File: src/rtl/riscv_pipe_pkg.sv
// Shared types and constants for the 5-stage pipeline controller.
package riscv_pipe_pkg;

  typedef enum logic [1:0] {
    ST_RUN      = 2'd0,
    ST_MEM_WAIT = 2'd1,
    ST_HALT     = 2'd2,
    ST_ERROR    = 2'd3
  } pipe_state_e;

  // Stage indices; enable[s] loads the register feeding stage s (IF -> pc)
  localparam int unsigned STG_IF  = 0;
  localparam int unsigned STG_ID  = 1;
  localparam int unsigned STG_EX  = 2;
  localparam int unsigned STG_MEM = 3;
  localparam int unsigned STG_WB  = 4;
  localparam int unsigned NUM_STG = 5;

  localparam int unsigned REG_W = 5;

endpackage

File: src/rtl/hazard_detect.sv
// Combinational load-use hazard compare between the EX load and the ID operands.
module hazard_detect
  import riscv_pipe_pkg::*;
(
  input  logic             id_valid,
  input  logic [REG_W-1:0] id_rs1,
  input  logic [REG_W-1:0] id_rs2,
  input  logic             id_use_rs1,
  input  logic             id_use_rs2,
  input  logic             ex_valid,
  input  logic             ex_is_load,
  input  logic [REG_W-1:0] ex_rd,
  output logic             load_use_c
);

  logic rs1_hit;
  logic rs2_hit;

  // x0 is never a real dependency, so a load to x0 cannot stall
  always_comb begin
    rs1_hit    = id_use_rs1 && (id_rs1 == ex_rd);
    rs2_hit    = id_use_rs2 && (id_rs2 == ex_rd);
    load_use_c = ex_valid && ex_is_load && (ex_rd != '0) && id_valid
                 && (rs1_hit || rs2_hit);
  end

endmodule

File: src/rtl/pipeline_ctrl.sv
// Pipeline stall/flush controller: hazard priority, memory-wait FSM,
// stage-valid tracking and a saturating stall-cycle counter.
module pipeline_ctrl
  import riscv_pipe_pkg::*;
#(
  parameter int unsigned CNT_W       = 16,
  parameter int unsigned MEM_TIMEOUT = 255
) (
  input  logic             clk,
  input  logic             reset,
  input  logic             imem_ready,
  input  logic [REG_W-1:0] id_rs1,
  input  logic [REG_W-1:0] id_rs2,
  input  logic             id_use_rs1,
  input  logic             id_use_rs2,
  input  logic [REG_W-1:0] ex_rd,
  input  logic             ex_is_load,
  input  logic             ex_redirect,
  input  logic             mem_req,
  input  logic             mem_ready,
  input  logic             wb_halt,
  output logic             pc_en,
  output logic             if_id_en,
  output logic             id_ex_en,
  output logic             ex_mem_en,
  output logic             mem_wb_en,
  output logic             if_id_flush,
  output logic             id_ex_flush,
  output logic             ex_mem_flush,
  output logic             mem_wb_flush,
  output logic             id_valid,
  output logic             ex_valid,
  output logic             mem_valid,
  output logic             wb_valid,
  output logic [CNT_W-1:0] stall_cnt,
  output logic             halted,
  output logic             err
);

  localparam int unsigned WAIT_W = (MEM_TIMEOUT < 1) ? 1 : $clog2(MEM_TIMEOUT + 1);

  pipe_state_e state_q, state_d;
  logic [NUM_STG-1:STG_ID] vld_q, vld_d, vld_up;
  logic [WAIT_W-1:0]       wait_q, wait_d;
  logic [CNT_W-1:0]        stall_cnt_q, stall_cnt_d;
  logic                    halted_q, halted_d;
  logic                    err_q, err_d;

  logic [NUM_STG-1:0]      en_c;
  logic [NUM_STG-1:STG_ID] flush_c;
  logic                    active_c;
  logic                    mem_stall_c;
  logic                    redirect_c;
  logic                    load_use_c;

  hazard_detect u_hazard_detect (
    .id_valid   (vld_q[STG_ID]),
    .id_rs1     (id_rs1),
    .id_rs2     (id_rs2),
    .id_use_rs1 (id_use_rs1),
    .id_use_rs2 (id_use_rs2),
    .ex_valid   (vld_q[STG_EX]),
    .ex_is_load (ex_is_load),
    .ex_rd      (ex_rd),
    .load_use_c (load_use_c)
  );

  // Enable/flush decode in priority order; MEM_WAIT without a stall acts as RUN
  always_comb begin
    en_c        = '1;
    flush_c     = '0;
    active_c    = (state_q == ST_RUN) || (state_q == ST_MEM_WAIT);
    mem_stall_c = vld_q[STG_MEM] && mem_req && !mem_ready;
    redirect_c  = vld_q[STG_EX] && ex_redirect;
    if (!active_c) begin
      en_c = '0;
    end else if (mem_stall_c) begin
      en_c[STG_IF]     = 1'b0;
      en_c[STG_ID]     = 1'b0;
      en_c[STG_EX]     = 1'b0;
      en_c[STG_MEM]    = 1'b0;
      flush_c[STG_WB]  = 1'b1;
    end else if (redirect_c) begin
      flush_c[STG_ID]  = 1'b1;
      flush_c[STG_EX]  = 1'b1;
    end else if (load_use_c) begin
      en_c[STG_IF]     = 1'b0;
      en_c[STG_ID]     = 1'b0;
      flush_c[STG_EX]  = 1'b1;
    end else if (!imem_ready) begin
      en_c[STG_IF]     = 1'b0;
      flush_c[STG_ID]  = 1'b1;
    end
  end

  // Next state, wait counter and sticky indicators
  always_comb begin
    state_d = state_q;
    wait_d  = '0;
    unique case (state_q)
      ST_RUN, ST_MEM_WAIT: begin
        if (vld_q[STG_WB] && wb_halt) begin
          state_d = ST_HALT;
        end else if (mem_stall_c) begin
          if ((32'(wait_q) + 32'd1) >= 32'(MEM_TIMEOUT)) begin
            state_d = ST_ERROR;
          end else begin
            state_d = ST_MEM_WAIT;
            wait_d  = wait_q + WAIT_W'(1);
          end
        end else begin
          state_d = ST_RUN;
        end
      end
      default: state_d = state_q;
    endcase
    halted_d = (state_d == ST_HALT);
    err_d    = (state_d == ST_ERROR);
  end

  // Valid bits follow their enables; a flush inserts a bubble
  always_comb begin
    vld_up = {vld_q[NUM_STG-2:STG_ID], imem_ready};
    vld_d  = vld_q;
    for (int unsigned s = STG_ID; s < NUM_STG; s++) begin
      if (en_c[s]) vld_d[s] = vld_up[s] && !flush_c[s];
    end
    stall_cnt_d = stall_cnt_q;
    if (!en_c[STG_IF] && (stall_cnt_q != '1)) begin
      stall_cnt_d = stall_cnt_q + CNT_W'(1);
    end
  end

  always_ff @(posedge clk) begin
    if (reset) begin
      state_q     <= ST_RUN;
      vld_q       <= '0;
      wait_q      <= '0;
      stall_cnt_q <= '0;
      halted_q    <= 1'b0;
      err_q       <= 1'b0;
    end else begin
      state_q     <= state_d;
      vld_q       <= vld_d;
      wait_q      <= wait_d;
      stall_cnt_q <= stall_cnt_d;
      halted_q    <= halted_d;
      err_q       <= err_d;
    end
  end

  assign pc_en        = en_c[STG_IF];
  assign if_id_en     = en_c[STG_ID];
  assign id_ex_en     = en_c[STG_EX];
  assign ex_mem_en    = en_c[STG_MEM];
  assign mem_wb_en    = en_c[STG_WB];
  assign if_id_flush  = flush_c[STG_ID];
  assign id_ex_flush  = flush_c[STG_EX];
  assign ex_mem_flush = flush_c[STG_MEM];
  assign mem_wb_flush = flush_c[STG_WB];
  assign id_valid     = vld_q[STG_ID];
  assign ex_valid     = vld_q[STG_EX];
  assign mem_valid    = vld_q[STG_MEM];
  assign wb_valid     = vld_q[STG_WB];
  assign stall_cnt    = stall_cnt_q;
  assign halted       = halted_q;
  assign err          = err_q;

endmodule

File: config.mk
export PLATFORM = sky130hd
export DESIGN_NAME = pipeline_ctrl
export DESIGN_NICKNAME = d
export VERILOG_FILES = /design/src/rtl/riscv_pipe_pkg.sv /design/src/rtl/hazard_detect.sv /design/src/rtl/pipeline_ctrl.sv
export SDC_FILE = /design/constraint.sdc
export NUM_CORES = 1
export LEC_CHECK = 0
export ABC_CLOCK_PERIOD_IN_PS = 5900
export CELL_PAD_IN_SITES_DETAIL_PLACEMENT = 1
export CELL_PAD_IN_SITES_GLOBAL_PLACEMENT = 1
export CORE_MARGIN = 4
export CORE_UTILIZATION = 35
export DETAILED_ROUTE_END_ITERATION = 6
export DONT_BUFFER_PORTS = 1
export MAX_ROUTING_LAYER = met4
export PLACE_DENSITY_LB_ADDON = 0.08
export SKIP_CTS_REPAIR_TIMING = 1
export SLEW_MARGIN = 20
export SYNTH_ARGS = -nofsm -noshare
export SYNTH_HDL_FRONTEND = slang
export SYNTH_HIERARCHICAL = 1
export SYNTH_SLANG_ARGS = --single-unit
export TNS_END_PERCENT = 1
File: constraint.sdc
create_clock -name clk -period 5.9 [get_ports clk]
set_input_delay 1.77 -clock clk [delete_from_list [all_inputs] [get_ports clk]]
set_output_delay 1.77 -clock clk [all_outputs]
set_load 0.03 [all_outputs]
==> impl_metrics.ini <==
[finish]
finalNetCount = 232
multiInputGateArea_um2 = 992
antenna_cells = 0
syn_to_final_growth_pct = 8.55
layout_commonest_cell = dfxtp_1
seq_area_um2 = 641
layout_common_cells = dfxtp_1, nor2_1, nand2_1
fillers = 559
finalNonFillerCells = 272
drive_gt1_share_pct = 10.7

[clock_tree]
cts_tree = built
cts_max_path_buffers = 2
cts.reportedPaths.clkPinSlew_ns = 0.06
cts_made_buffers = 5
cts-root-buf = clkbuf_8
clk_latency_ns = 0.28
htreeDepth = 2
cts_num_sinks = 32

[timing]
finalMaxSlewViolations = 0
setup_tns_ns = 0
tightest_slew_ns = 0.729
timing.hold.ws_ns = 0.508
skew_ns = 0.00481
finalHoldViolations = 0
max_slew_margin_pct = 51.4
rsz0062_at_grt = no
setup_viol = 0
period_needed_ns = 5.17
fin_crit_sh_pct = 87.6
fmax_ghz = 0.194

[die]
row_count = 25
ios = 56
fp.dieW_um = 78.0
dieArea_mm2 = 0.00608
die_h_um = 78.0
start_util_pct = 36.3
core-area_mm2 = 0.00472

[critical_path]
slowest_delay_ns = 0.52
reg2reg_depth = 8
endpoint = if_id_flush
cp.required_ns = 4.13
slowest_stage = or4_1
crit_type = in -> out
r2r_end = stall_cnt[11]$_SDFFE_PP0P_
cp.arrival_ns = 3.40
cp-start-kind = input pin
reg2reg_from = vld_q[2]$_SDFFE_PP0P_
crit_path_end_kind = output port
cp_common_cell = buf_4
crit_start = ex_rd[2]
rrSetupSlack_ns = 3.16
cp_max_fo = 4
worstPathCellList = or4_1 > o2111ai_1 > a21oi_1 > a211oi_2 > buf_4 > a21boi_0 > buf_4

[grt]
track_usage_pct = 14.5
grt_pass1_wl_mm = 6.89
grt_max_degree = 28
grt_pass1_vias = 1436
antenna_found_initial = 0
gr-total-overflow = 0

[pwr]
p_leak_nw = 0.595
pwr-share-seq_pct = 53.7
finalPower_mw = 0.430
clkPwrFrac_pct = 39.9
pwr-share-comb_pct = 6.5
switching_share_pct = 24.1
power_density_mw_per_mm2 = 231
ir_worst_vdd_v = 0.000115
p_switching_mw = 0.103
intPower_mw = 0.326

[yosys]
synthArstFlopShare_pct = 0
ys_seq_area_share_pct = 37.4
ys_ff_latch = 32
synthFlopType = dfxtp_1
syn_nets = 230
yosys_warnings = 6
synth.distinct_cells = 44
synth_area_mm2 = 0.00171
synth_edf_count = 0
avgSynthCellArea_um2 = 8.48
syn_inst = 202

[routing]
viasPerCell = 5.27
drc = 0
vias = 1433
routed_wirelength_mm = 4.30
first_iter_violations = 54
drtAntennaViolNets = 0
first_pass_iters = 4
wire_per_inst_um = 15.8

[placement]
gp_congestion = 0.794
dpl.hpwl_mm = 3.36
port_buffers = 0
dp.cells = 264

[outcome]
status = complete, no violations

[hold_path]
min_path_cells = 2
min_path_type = reg -> reg

[run]
drv_cap = 0
## critical path: cells and delay by family
kind / cells / cell delay, ns
AO/OA/AOI/OAI: 4 / 0.70
AND/OR/NAND/NOR: 1 / 0.52
buffers and inverters: 2 / 0.40
## synth_stat cells, types with 2 or more instances
master / instances / area share [%]
nand2b_1: 3 / 1.1
mux2_2: 2 / 1.3
or3_1: 3 / 1.1
nand4_1: 3 / 1.1
nand3_1: 14 / 4.1
a21boi_0: 2 / 0.88
xor2_1: 11 / 5.6
clkbuf_1: 3 / 0.66
mux2i_1: 3 / 1.8
nand2_1: 15 / 3.3
ha_1: 3 / 2.2
dfxtp_1: 32 / 37
buf_6: 3 / 2.0
nor4_1: 5 / 1.8
or4_1: 2 / 0.88
nor3b_1: 2 / 0.88
buf_4: 2 / 0.88
o21ai_0: 7 / 2.0
nor3_1: 3 / 0.88
a211oi_1: 3 / 1.3
nor2b_1: 4 / 1.5
nor2_1: 27 / 5.9
xnor2_1: 11 / 5.6
inv_1: 6 / 1.3
a21oi_1: 14 / 4.1
## sequential cells by signal, indices dropped and copies added, names as in the netlist, named ones only
register	flops
vld_q	4
halted	1
stall_cnt	16
wait_q	8
state_q	1
err	1
## worst min path at each step
stage | from | endpoint
6_report | state_q[0]$_SDFF_PP0_ | state_q[0]$_SDFF_PP0_
5_1_grt | state_q[0]$_SDFF_PP0_ | state_q[0]$_SDFF_PP0_
4_1_cts | state_q[0]$_SDFF_PP0_ | state_q[0]$_SDFF_PP0_
3_5_place_dp | state_q[0]$_SDFF_PP0_ | state_q[0]$_SDFF_PP0_
3_3_place_gp | state_q[0]$_SDFF_PP0_ | state_q[0]$_SDFF_PP0_
2_1_floorplan | wait_q[0]$_SDFF_PP0_ | wait_q[0]$_SDFF_PP0_
## area by class of cell
| class | instances | share of cell area (%) |
|---|---|---|
| well taps | 67 | 4.51 |
| clock buffers | 8 | 4.85 |
| multi-input cells | 155 | 53.4 |
| inverters | 6 | 1.21 |
| repair buffers | 4 | 1.62 |
| flip-flops and latches | 32 | 34.5 |
## routing by layer
| layer | track usage, % | up-vias | share of wire, % |
|---|---|---|---|
| li1 | - | 701 | - |
| met1 | 14.5 | 686 | 40 |
| met4 | 5.07 | 0 | 1.2 |
| met2 | 25.6 | 39 | 51 |
| met3 | 5.80 | 7 | 7.3 |
| met5 | - | - | 0 |
## power by group through the flow
stage / Clock, mW / Sequential (mW) / Combinational [mW]
4_1_cts: 0.179 / 0.231 / 0.0281
6_report: 0.171 / 0.231 / 0.0277
3_3_place_gp: 0 / 0.236 / 0.0268
3_5_place_dp: 0 / 0.236 / 0.0280
5_1_grt: 0.189 / 0.231 / 0.0303
2_1_floorplan: 0 / 0.234 / 0.0270
## metrics by stage
stage	area, um2	util [%]	setup WS, ns
2_1_floorplan	1720	-	0.232
3_3_place_gp	1770	37.4	0.776
3_5_place_dp	1770	37.4	0.719
4_1_cts	1860	39.3	0.696
5_1_grt	1860	39.4	0.655
6_report	1860	39.4	0.734
## logic make-up (layout without fill, tap and decap cells)
family                   count (synthesis)  count (layout)  synth area share [%]
XOR/XNOR                                22              22                  11.2
multiplexers                             5               5                  3.07
flip-flops                              32              32                  37.4
buffers and inverters                   15              18                  5.11
AND/OR/NAND/NOR                         90              90                  26.5
other                                    1               1                 0.219
adder cells (fa/ha/maj)                  3               3                  2.19
AO/OA/AOI/OAI                           34              34                  14.2
(Power assumes the default switching activity.)
